<file path="config.mk">
export PLATFORM = sky130hd
export DESIGN_NAME = digest_uart_streamer
export DESIGN_NICKNAME = d
export VERILOG_FILES = /design/src/rtl/sha_uart_pkg.sv /design/src/rtl/hex_ascii_enc.sv /design/src/rtl/digest_uart_streamer.sv
export SDC_FILE = /design/constraint.sdc
export NUM_CORES = 1
export LEC_CHECK = 0
export CORE_MARGIN = 2
export CORE_UTILIZATION = 58
export CTS_CLUSTER_SIZE = 12
export DETAILED_ROUTE_END_ITERATION = 8
export DONT_BUFFER_PORTS = 1
export PLACE_DENSITY = 0.76
export SYNTH_ARGS = -nofsm -noshare
export SYNTH_HDL_FRONTEND = slang
export SYNTH_SLANG_ARGS = --single-unit
</file>
<file path="constraint.sdc">
create_clock -name clk -period 2.4 [get_ports clk]
set_input_delay 0.12 -clock clk [delete_from_list [all_inputs] [get_ports clk]]
set_output_delay 0.12 -clock clk [all_outputs]
set_load 0.1 [all_outputs]
</file>
<file path="src/rtl/sha_uart_pkg.sv">
// Shared types and helpers for the digest-to-UART streaming path.
package sha_uart_pkg;

  typedef enum logic [1:0] {
    IDLE,
    ISSUE,
    WAIT,
    FIN
  } state_t;

  localparam logic [7:0] ASCII_CR = 8'h0D;
  localparam logic [7:0] ASCII_LF = 8'h0A;

  // Lowercase hex digit: 0-9 -> '0'-'9', 10-15 -> 'a'-'f'.
  function automatic logic [7:0] nibble_to_ascii(input logic [3:0] nib);
    if (nib < 4'd10) return 8'h30 + {4'h0, nib};
    else return 8'h57 + {4'h0, nib};
  endfunction

endpackage

</file>
<file path="src/rtl/hex_ascii_enc.sv">
// Combinational encoder: picks one nibble of a byte and returns its ASCII hex char.
module hex_ascii_enc
  import sha_uart_pkg::*;
(
  input  logic [7:0] byte_in,
  input  logic       sel_hi,
  output logic [7:0] ascii
);

  assign ascii = nibble_to_ascii(sel_hi ? byte_in[7:4] : byte_in[3:0]);

endmodule

</file>
<file path="src/rtl/digest_uart_streamer.sv">
// Captures one digest per handshake and streams it as raw bytes or ASCII hex,
// optionally CR/LF terminated, through a uart_tx style byte interface.
module digest_uart_streamer
  import sha_uart_pkg::*;
#(
  parameter int DIGEST_W    = 256,
  parameter int HEX_MODE    = 0,
  parameter int MSB_FIRST   = 1,
  parameter int APPEND_CRLF = 0
) (
  input  logic                clk,
  input  logic                rst_n,
  input  logic                digest_valid,
  output logic                digest_ready,
  input  logic [DIGEST_W-1:0] digest,
  output logic                tx_dv,
  output logic [7:0]          tx_byte,
  input  logic                tx_active,
  input  logic                tx_done,
  output logic                busy,
  output logic                done
);

  localparam int NBYTES   = DIGEST_W / 8;
  localparam int NPAYLOAD = NBYTES * ((HEX_MODE != 0) ? 2 : 1);
  localparam int NCHARS   = NPAYLOAD + ((APPEND_CRLF != 0) ? 2 : 0);
  localparam int IW       = $clog2(NCHARS + 1);

  localparam logic [IW-1:0] LAST_CHAR   = IW'(NCHARS - 1);
  localparam logic [IW-1:0] PAYLOAD_END = IW'(NPAYLOAD);
  localparam logic [IW-1:0] LAST_BYTE   = IW'(NBYTES - 1);

  state_t              state;
  logic [DIGEST_W-1:0] dig_q;
  logic [IW-1:0]       char_idx;
  logic [IW-1:0]       pos;
  logic [IW-1:0]       byte_idx;
  logic [7:0]          sel_byte;
  logic [7:0]          payload_char;
  logic [7:0]          next_char;

  // Two hex chars share one payload byte, so the byte position is char_idx/2.
  assign pos      = (HEX_MODE != 0) ? (char_idx >> 1) : char_idx;
  assign byte_idx = (MSB_FIRST != 0) ? (LAST_BYTE - pos) : pos;

  always_comb begin
    sel_byte = 8'h00;
    for (int i = 0; i < NBYTES; i++) begin
      if (byte_idx == IW'(i)) sel_byte = dig_q[i*8 +: 8];
    end
  end

  generate
    if (HEX_MODE != 0) begin : g_hex
      hex_ascii_enc u_enc (
        .byte_in (sel_byte),
        .sel_hi  (~char_idx[0]),
        .ascii   (payload_char)
      );
    end else begin : g_raw
      assign payload_char = sel_byte;
    end
  endgenerate

  always_comb begin
    next_char = payload_char;
    if ((APPEND_CRLF != 0) && (char_idx >= PAYLOAD_END))
      next_char = (char_idx == PAYLOAD_END) ? ASCII_CR : ASCII_LF;
  end

  // Handshake: a digest transfers on a clk edge where digest_valid && digest_ready;
  // digest_ready is registered and only high in IDLE, so nothing queues mid-frame.
  always_ff @(posedge clk or negedge rst_n) begin
    if (!rst_n) begin
      state        <= IDLE;
      dig_q        <= '0;
      char_idx     <= '0;
      digest_ready <= 1'b0;
      tx_dv        <= 1'b0;
      tx_byte      <= 8'h00;
      busy         <= 1'b0;
      done         <= 1'b0;
    end else begin
      tx_dv <= 1'b0;
      done  <= 1'b0;
      case (state)
        IDLE: begin
          digest_ready <= 1'b1;
          if (digest_valid && digest_ready) begin
            dig_q        <= digest;
            char_idx     <= '0;
            digest_ready <= 1'b0;
            busy         <= 1'b1;
            state        <= ISSUE;
          end
        end
        ISSUE: begin
          if (!tx_active) begin
            tx_byte <= next_char;
            tx_dv   <= 1'b1;
            state   <= WAIT;
          end
        end
        WAIT: begin
          if (tx_done) begin
            if (char_idx == LAST_CHAR) begin
              done  <= 1'b1;
              state <= FIN;
            end else begin
              char_idx <= char_idx + IW'(1);
              state    <= ISSUE;
            end
          end
        end
        FIN: begin
          busy         <= 1'b0;
          digest_ready <= 1'b1;
          state        <= IDLE;
        end
        default: state <= IDLE;
      endcase
    end
  end

endmodule

</file>
==> flow_metrics.py, run 1 <==
metrics = {
    "detailed_routing": {
        "routedWlPerCell_um": 27.1,
        "drcViolationCount": 0,
        "dr.pass1.iters": 6,
        "num_vias": 12700,
        "ant_nets": 0,
        "wirelength_um": 52000,
        "drtIter0Drc": 1606,
        "viasPerCell": 6.63,
    },
    "cells_and_area": {
        "final_cells": 1921,
        "layout_commonest_cell": "dfrtp_1",
        "multiInputGateArea_um2": 6970,
        "nets": 1850,
        "syn_to_final_growth_pct": 39.3,
        "mostFrequentLayoutCells": "dfrtp_1 (274), dlygate4sd3_1 (259), mux2_2 (252), buf_4 (169), nand2_1 (60)",
        "n_fill_cell": 1250,
        "regArea_um2": 6910,
        "final_layout_size_suffix_gt1_frac": 0.362,
    },
    "synthesis": {
        "ys_types": 86,
        "syn_avg_cell_area_um2": 11.7,
        "ys_seq_area_frac": 0.497,
        "netlist_area_um2": 13900,
        "async_reset_ff_frac": 1.00,
        "synth-edff-count": 0,
        "yosysWarningCount": 0,
        "synth_nets": 1457,
        "synth_flop_cell": "dfrtp_1",
        "yosys_register_bits": 276,
        "post_synth_inst_count": 1188,
    },
    "setup_path": {
        "crit_fanout": 6,
        "crit_type": "register to register",
        "required_ns": 2.81,
        "crit_path_end_kind": "register",
        "arrival_ns": 2.94,
        "startpoint_type": "register",
    },
    "pwr": {
        "max-vdd-ir-drop_uv": 943,
        "total_power_w": 0.0212,
        "power-per-cell-area_nw_per_um2": 1100,
        "leakage_nw": 7.96,
    },
    "sta": {
        "rsz0062_at_grt": "true",
        "post-route-period-util": 1.06,
        "final_hold_viol_count": 276,
        "tightest_slew_ns": 0.889,
        "setup_viol": 5,
        "finalSetupTns_ns": -0.390,
        "slew_viol_final": 0,
        "fin_skew_ns": 0.0326,
        "layout_setup_ws_ns": -0.133,
        "whs_ns": -0.738,
        "max_freq_mhz": 395,
        "max_slew_margin": 0.408,
        "finalCriticalPeriod_ns": 2.53,
    },
    "global_routing": {
        "track_usage": 0.401,
        "grt.overflow.total": 0,
        "grt_pass1_vias": 13300,
        "antenna_found_initial": 2,
        "grt_max_degree": 277,
        "grt_pass1_wl_um": 78500,
    },
    "cts": {
        "clockBufferDepth": 3,
        "clock_latency_ns": 0.58,
        "cts_root_buf": "clkbuf_16",
        "cts_tree": "built",
        "hold_buffers": 259,
        "htree_num_levels": 1,
        "clk_pin_slew_ns": 0.07,
        "cts_buffers": 29,
        "clock-sinks": 276,
    },
    "floorplan": {
        "coreArea_um2": 23500,
        "die_h_um": 159,
        "initial_utilization": 0.593,
        "dieWidth_um": 159,
        "design.die.area_um2": 25200,
        "io_pins": 273,
        "placementRows": 56,
    },
    "job": {
        "max_cap_viol_count": 0,
    },
    "place": {
        "io_buffers": 0,
        "dp_hpwl_um": 32500,
        "gp_congestion": 1.03,
        "dpl_worst_slack_ns": -0.193,
        "place_inst": 1586,
    },
    "outcome": {
        "status": "finished, violations left",
        "failed_checks": "hold timing, setup timing",
    },
    "min_path": {
        "hold_path.class": "input port to asynchronous set/reset pin",
    },
}
-- state kept, by name, indices dropped and copies added, names as in the netlist --
register and count:
tx_byte 8, dig_q 256, busy 1, tx_dv 1, done 1, char_idx 6
digest_ready 1, state 2
-- per-layer routing --
metal | vias up | share of wire | GRT usage
met2 | 967 | 0.48 | 0.673
met5 | - | 0 | 0
met4 | 0 | 0.066 | 0.211
met1 | 6178 | 0.36 | 0.490
li1 | 5311 | - | -
met3 | 273 | 0.097 | 0.0849
-- metrics by stage --
step	area, um^2	util	hold WS (ns)
after floorplan	13900	-	-0.176
after global routing	19400	0.825	-0.757
final	19400	0.826	-0.738
after detailed placement	15300	0.650	-0.161
after global placement	15300	0.650	-0.167
after CTS	19000	0.809	-0.746
-- worst paths after layout --
path | start | to | slack (ns) | cells past startpoint
worst max-delay path | char_idx[1] | tx_byte[4] | -0.13 | 9
worst min-delay path | rst_n | dig_q[226] | -0.74 | 0
worst max register to register | char_idx[1] | tx_byte[4] | -0.13 | 9
worst min register to register | dig_q[10] | dig_q[10] | 0.51 | 1
max in group asynchronous | rst_n | dig_q[80] | 2.77 | 0
min in group clk | tx_done | state[1] | 0.04 | 3
-- cell families (layout without fill, tap and decap cells) --
| logic type | after synthesis | in the layout | synth area share |
|---|---|---|---|
| mux | 253 | 253 | 0.205 |
| compound gates | 292 | 292 | 0.157 |
| fa+ha+maj | 8 | 8 | 0.00720 |
| flops | 276 | 276 | 0.497 |
| buf+inv | 101 | 511 | 0.0313 |
| simple gates | 258 | 258 | 0.103 |
| other cells | 0 | 4 | 0 |
-- layout make-up --
cell class                      count  area share
Multi-Input combinational cell    811       0.360
Timing Repair Buffer              447       0.214
Sequential cell                   276       0.356
Clock buffer                       42      0.0420
Clock inverter                      6     0.00323
Inverter                           16     0.00342
Antenna cell                        4    0.000516
Tap cell                          319      0.0206
-- synthesized netlist by cell type, types with 10 or more instances --
| cell type | count | area, um^2 |
|---|---|---|
| dfrtp_1 | 276 | 6910 |
| mux2_2 | 252 | 2840 |
| nand2_1 | 64 | 240 |
| clkbuf_1 | 58 | 218 |
| nor2_1 | 55 | 206 |
| o21ai_0 | 49 | 245 |
| a21oi_1 | 31 | 155 |
| nand3_1 | 30 | 150 |
| o22ai_1 | 30 | 188 |
| nor3_1 | 16 | 80.1 |
| a221oi_1 | 15 | 131 |
| inv_1 | 15 | 56.3 |
| a211oi_1 | 14 | 105 |
| and3_1 | 14 | 87.6 |
| o211ai_1 | 14 | 105 |
| nor2b_1 | 13 | 81.3 |
| o221ai_1 | 13 | 114 |
| buf_2 | 12 | 60.1 |
| nand2b_1 | 10 | 62.6 |
-- worst max-delay path, stage by stage, from the launching register on --
cell	delay (ns)
dfrtp_1	0.44
buf_6	0.15
ha_4	0.19
buf_6	0.14
or2_4	0.27
a32o_2	0.25
a221o_1	0.28
o211ai_1	0.31
a211o_1	0.23
o211ai_1	0.11
-- power breakdown --
part / total, W / switching, W / leakage, nW / internal [W]
sequential: 0.00924 / 0.00222 / 3.28 / 0.00701
combinational: 0.00765 / 0.00376 / 4.25 / 0.00389
clock: 0.00437 / 0.00193 / 0.432 / 0.00244
total: 0.0212 / 0.00791 / 7.96 / 0.0133
-- timing repair --
item                                   CTS  global route
buffers inserted                        13            12
setup endpoints to repair                8             8
pin swaps                                8            32
resized for setup                       32            73
endpoints found under the hold margin  539           276
Power figures use the tool's default switching activity.
==> run 2: changes to the inputs <==
--- a/config.mk
+++ b/config.mk
@@ -11,6 +11,8 @@
 export DETAILED_ROUTE_END_ITERATION = 8
 export DONT_BUFFER_PORTS = 1
 export PLACE_DENSITY = 0.76
+export SETUP_SLACK_MARGIN = 0.02
 export SYNTH_ARGS = -nofsm -noshare
 export SYNTH_HDL_FRONTEND = slang
 export SYNTH_SLANG_ARGS = --single-unit
+export TNS_END_PERCENT = 5
==> constraint.sdc (replaced) <==
create_clock -name clk -period 2.4 [get_ports clk]
set_input_delay 0.48 -clock clk [delete_from_list [all_inputs] [get_ports clk]]
set_output_delay 0.48 -clock clk [all_outputs]
set_load 0.1 [all_outputs]
==> run 2 against run 1 <==
Against the previous run:
- the run still ends with hold timing, setup timing left
- clock-buffer cell count shrank 3
- critical endpoint is now tx_byte[1]
- critical path type unchanged
- highest routed layer unchanged
- cell area shrank 15%
- non-clock buffer count fell by 269
- largest cell class is now sequential cells
- maximum frequency up 3.9%
==> flow_metrics.py, run 2 (synthesis results as in run 1) <==
metrics = {
    "cts": {
        "cts_root_buf": "clkbuf_16",
        "htree_num_levels": 1,
        "cts_buffers": 28,
        "clock-sinks": 276,
        "clockBufferDepth": 3,
        "cts_tree": "built",
        "clk_pin_slew_ns": 0.06,
        "clock_latency_ns": 0.55,
    },
    "sta": {
        "max_slew_margin": 0.624,
        "layout_setup_ws_ns": -0.0385,
        "max_freq_mhz": 410,
        "post-route-period-util": 1.02,
        "finalSetupTns_ns": -0.0516,
        "rsz0062_at_grt": "true",
        "final_hold_viol_count": 276,
        "whs_ns": -0.370,
        "tightest_slew_ns": 0.563,
        "slew_viol_final": 0,
        "fin_skew_ns": 0.0128,
        "setup_viol": 3,
        "finalCriticalPeriod_ns": 2.44,
    },
    "detailed_routing": {
        "wirelength_um": 44200,
        "num_vias": 11100,
        "drtIter0Drc": 1306,
        "drcViolationCount": 0,
        "dr.pass1.iters": 5,
        "viasPerCell": 6.73,
        "met1_length_um": 17800,
        "ant_nets": 0,
        "dr_wl_met3_um": 3720,
        "routedWlPerCell_um": 26.9,
        "wl_met2_um": 20700,
        "top_layer_used": "met4",
    },
    "place": {
        "io_buffers": 0,
        "gp_congestion": 1.00,
        "dp_hpwl_um": 32700,
        "place_inst": 1586,
        "dpl_worst_slack_ns": -0.442,
    },
    "global_routing": {
        "grt_pass1_vias": 11000,
        "antenna_found_initial": 2,
        "grt.overflow.total": 0,
        "track_usage": 0.343,
        "grt_max_degree": 277,
        "grt_pass1_wl_um": 67200,
    },
    "floorplan": {
        "placementRows": 56,
        "design.die.area_um2": 25200,
        "io_pins": 273,
        "die_h_um": 159,
        "dieWidth_um": 159,
        "initial_utilization": 0.593,
        "coreArea_um2": 23500,
    },
    "cells_and_area": {
        "layout_commonest_cell": "dfrtp_1",
        "largest_reg_flops": 256,
        "reg_top3": "dig_q x256, tx_byte x8, char_idx x6",
        "syn_to_final_growth_pct": 18.9,
        "regArea_um2": 6910,
        "n_fill_cell": 1700,
        "final_layout_size_suffix_gt1_frac": 0.415,
        "nets": 1580,
        "mostFrequentLayoutCells": "dfrtp_1 (274), mux2_2 (252), buf_4 (159), nand2_1 (63), nor2_1 (49)",
        "multiInputGateArea_um2": 6860,
        "final_cells": 1643,
        "regMostFlops": "dig_q",
    },
    "setup_path": {
        "slowest_stage": "dfrtp_1",
        "r2r_cells": 10,
        "crit_fanout": 5,
        "worst-path-stages": 10,
        "slowest_delay_ns": 0.43,
        "crit_type": "register to register",
        "startpoint_type": "register",
        "crit_chain": "inv_2, ha_4, buf_6, or2_4, buf_4, a32o_2, a221oi_2, a211oi_2, o211ai_1, o211ai_1",
        "critical_path_buf_inv_count": 3,
        "arrival_ns": 2.86,
        "required_ns": 2.82,
        "crit_path_end_kind": "register",
        "crit_family": "compound AO/OA/AOI/OAI gates",
        "cp_common_cell": "o211ai_1",
    },
    "pwr": {
        "clkPwrFrac": 0.198,
        "power.switching_w": 0.00714,
        "seqPwrFrac": 0.447,
        "netSwitchingFraction": 0.355,
        "max-vdd-ir-drop_uv": 805,
        "internal_power_w": 0.0130,
        "total_power_w": 0.0201,
        "power-per-cell-area_nw_per_um2": 1220,
        "leakage_nw": 6.74,
        "pwr-share-comb": 0.355,
    },
    "outcome": {
        "status": "finished, violations left",
        "failed_checks": "hold timing, setup timing",
    },
    "min_path": {
        "hold_path.class": "input port to asynchronous set/reset pin",
    },
    "job": {
        "max_cap_viol_count": 0,
    },
}
run 2: per-stage QoR:
stage	instance area (um^2)	utilization
after floorplan	13900	-
after global placement	15300	0.651
after detailed placement	15300	0.651
after CTS	16300	0.693
after global routing	16500	0.705
final	16500	0.705
run 2: what timing repair did:
action	CTS	global route
cloned	0	0
setup buffers	6	9
endpoints found under the hold margin	276	276
gates resized for setup	33	52
pin swaps	11	19
endpoints found under the setup margin	8	8
run 2: layout make-up:
type                    instances  area share
diodes                          1    0.000151
clock buffers                  39      0.0480
clock inverters                 3     0.00106
inverters                      16     0.00386
multi-input cells             811       0.415
flip-flops and latches        276       0.418
well taps                     319      0.0241
repair buffers                178      0.0904
run 2: final timing paths:
path / startpoint / endpoint / slack [ns]
setup reg to reg: char_idx[1] / tx_byte[1] / -0.04
hold / removal: rst_n / dig_q[232] / -0.37
min in group clk: digest[73] / dig_q[73] / 0.06
hold reg to reg: dig_q[9] / dig_q[9] / 0.51
max in group asynchronous: rst_n / dig_q[110] / 2.42
setup / recovery: char_idx[1] / tx_byte[1] / -0.04
run 2: metal layers:
layer / GRT usage / up-vias
li1: - / 4761
met1: 0.465 / 5535
met2: 0.550 / 630
met3: 0.0716 / 130
met4: 0.124 / 0
met5: 0 / -
run 2: power groups by stage:
stage | sequential [W] | combinational [W] | clock (W)
6_report | 0.00900 | 0.00716 | 0.00399
5_1_grt | 0.00918 | 0.00759 | 0.00425
3_3_place_gp | 0.00890 | 0.00646 | 0
2_1_floorplan | 0.00852 | 0.00448 | 0
4_1_cts | 0.00892 | 0.00690 | 0.00405
3_5_place_dp | 0.00894 | 0.00666 | 0
==> run 3: changes to the inputs <==
--- a/config.mk
+++ b/config.mk
@@ -6,11 +6,11 @@
 export NUM_CORES = 1
 export LEC_CHECK = 0
 export CORE_MARGIN = 2
-export CORE_UTILIZATION = 58
+export CORE_UTILIZATION = 39
 export CTS_CLUSTER_SIZE = 12
 export DETAILED_ROUTE_END_ITERATION = 8
 export DONT_BUFFER_PORTS = 1
-export PLACE_DENSITY = 0.76
+export PLACE_DENSITY = 0.55
 export SETUP_SLACK_MARGIN = 0.02
 export SYNTH_ARGS = -nofsm -noshare
 export SYNTH_HDL_FRONTEND = slang
==> run 3 against run 2 <==
Against the previous run:
- the run still ends with hold timing, setup timing left
- first-iteration DRC count down 37%
- critical path depth decreased by 1
- cell area is 5.8% higher
- via count fell by 0.90%
- critical endpoint is now tx_byte[3]
==> flow_metrics.py, run 3 (synthesis results as in run 1) <==
metrics = {
    "pwr": {
        "power-per-cell-area_nw_per_um2": 1200,
        "max-vdd-ir-drop_uv": 775,
        "total_power_w": 0.0210,
        "leakage_nw": 7.14,
    },
    "cells_and_area": {
        "nets": 1638,
        "reg_top3": "dig_q x256, tx_byte x8, char_idx x6",
        "layout_commonest_cell": "dfrtp_1",
        "antenna_cells": 0,
        "post-route-util": 0.496,
        "mostFrequentLayoutCells": "dfrtp_1 (273), mux2_2 (252), buf_4 (198), nand2_1 (62), nor2_1 (50)",
        "final_layout_size_suffix_gt1_frac": 0.453,
        "largest_reg_flops": 256,
        "syn_to_final_growth_pct": 25.9,
        "regMostFlops": "dig_q",
    },
    "cts": {
        "clockBufferDepth": 3,
        "cts_root_buf": "clkbuf_16",
        "cts_buffers": 31,
        "hold_buffers": 3,
        "cts_tree": "built",
        "clock_latency_ns": 0.61,
        "clk_pin_slew_ns": 0.06,
        "clock-sinks": 276,
        "htree_num_levels": 1,
    },
    "sta": {
        "rsz0062_at_grt": "true",
        "max_slew_margin": 0.556,
        "final_hold_viol_count": 276,
        "post-route-period-util": 1.07,
        "finalSetupTns_ns": -0.262,
        "setup_viol": 4,
        "layout_setup_ws_ns": -0.169,
        "max_freq_mhz": 389,
        "finalCriticalPeriod_ns": 2.57,
        "slew_viol_final": 0,
        "fin_skew_ns": 0.0247,
        "tightest_slew_ns": 0.663,
        "whs_ns": -0.390,
    },
    "place": {
        "gp_congestion": 0.948,
        "io_buffers": 0,
        "dp_hpwl_um": 37400,
    },
    "detailed_routing": {
        "routedWlPerCell_um": 26.5,
        "wirelength_um": 48900,
        "drtIter0Drc": 821,
        "num_vias": 11000,
        "viasPerCell": 5.93,
        "ant_nets": 0,
        "dr.pass1.iters": 6,
        "drcViolationCount": 0,
    },
    "setup_path": {
        "startpoint_type": "register",
        "crit_path_end_kind": "register",
        "arrival_ns": 3.02,
        "critical_path_buf_inv_count": 3,
        "r2r_slack_ns": -0.17,
        "crit_family": "compound AO/OA/AOI/OAI gates",
        "slowest_delay_ns": 0.42,
        "crit_type": "register to register",
        "crit_fanout": 8,
        "required_ns": 2.85,
        "crit_chain": "buf_6, ha_4, buf_4, buf_12, and2_1, a221oi_1, o21ai_1, a211oi_2, o221ai_1",
        "slowest_stage": "dfrtp_1",
    },
    "global_routing": {
        "grt_max_degree": 277,
        "grt_pass1_wl_um": 70900,
        "grt_pass1_vias": 11000,
        "grt.overflow.total": 0,
        "track_usage": 0.257,
        "antenna_found_initial": 3,
    },
    "floorplan": {
        "die_h_um": 193,
        "initial_utilization": 0.394,
        "dieWidth_um": 193,
        "design.die.area_um2": 37200,
        "placementRows": 69,
        "io_pins": 273,
        "coreArea_um2": 35300,
    },
    "outcome": {
        "failed_checks": "hold timing, setup timing",
        "status": "finished, violations left",
    },
    "job": {
        "max_cap_viol_count": 0,
    },
    "min_path": {
        "hold_path.class": "input port to asynchronous set/reset pin",
    },
}
-- run 3: stage by stage --
stage	instances	instance area [um^2]	setup WS, ns
finish	1848	17500	-0.169
global route	1848	17500	-0.205
CTS	1828	17000	-0.0712
detailed placement	1768	15800	-0.388
global placement	1768	15800	-0.339
floorplan	1188	13900	0.112
-- run 3: repair_timing --
action | CTS | global route
cloned | 0 | 2
endpoints found under the setup margin | 8 | 8
buffers inserted | 6 | 18
pin swaps | 9 | 23
resized for setup | 36 | 64
hold endpoints to repair | 279 | 276
-- run 3: final timing paths --
path | end | from | cells past startpoint
max in group asynchronous | dig_q[90] | rst_n | 0
worst min register to register | dig_q[172] | dig_q[172] | 1
worst max register to register | tx_byte[3] | char_idx[1] | 9
worst min-delay path | dig_q[225] | rst_n | 0
worst max-delay path | tx_byte[3] | char_idx[1] | 9
min in group clk | dig_q[65] | digest[65] | 1
-- run 3: final cells by class --
| class | count | area, um^2 |
|---|---|---|
| fillers | 3172 | 17800 |
| multi-input cells | 811 | 6940 |
| flip-flops and latches | 276 | 6910 |
| repair buffers | 233 | 2030 |
| clock buffers | 39 | 836 |
| well taps | 461 | 577 |
| clock inverters | 12 | 143 |
| inverters | 16 | 68.8 |
-- run 3: metal layers --
layer	up-vias	track usage	wire, um
li1	4886	-	-
met3	103	0.0656	4300
met2	486	0.408	22300
met5	-	0	35
met4	6	0.0784	1510
met1	5476	0.345	20700
-- run 3: power by group --
| group | total, W | switching (W) | internal [W] |
|---|---|---|---|
| logic | 0.00728 | 0.00347 | 0.00381 |
| clock network | 0.00464 | 0.00197 | 0.00267 |
| registers | 0.00905 | 0.00203 | 0.00702 |
| total | 0.0210 | 0.00747 | 0.0135 |
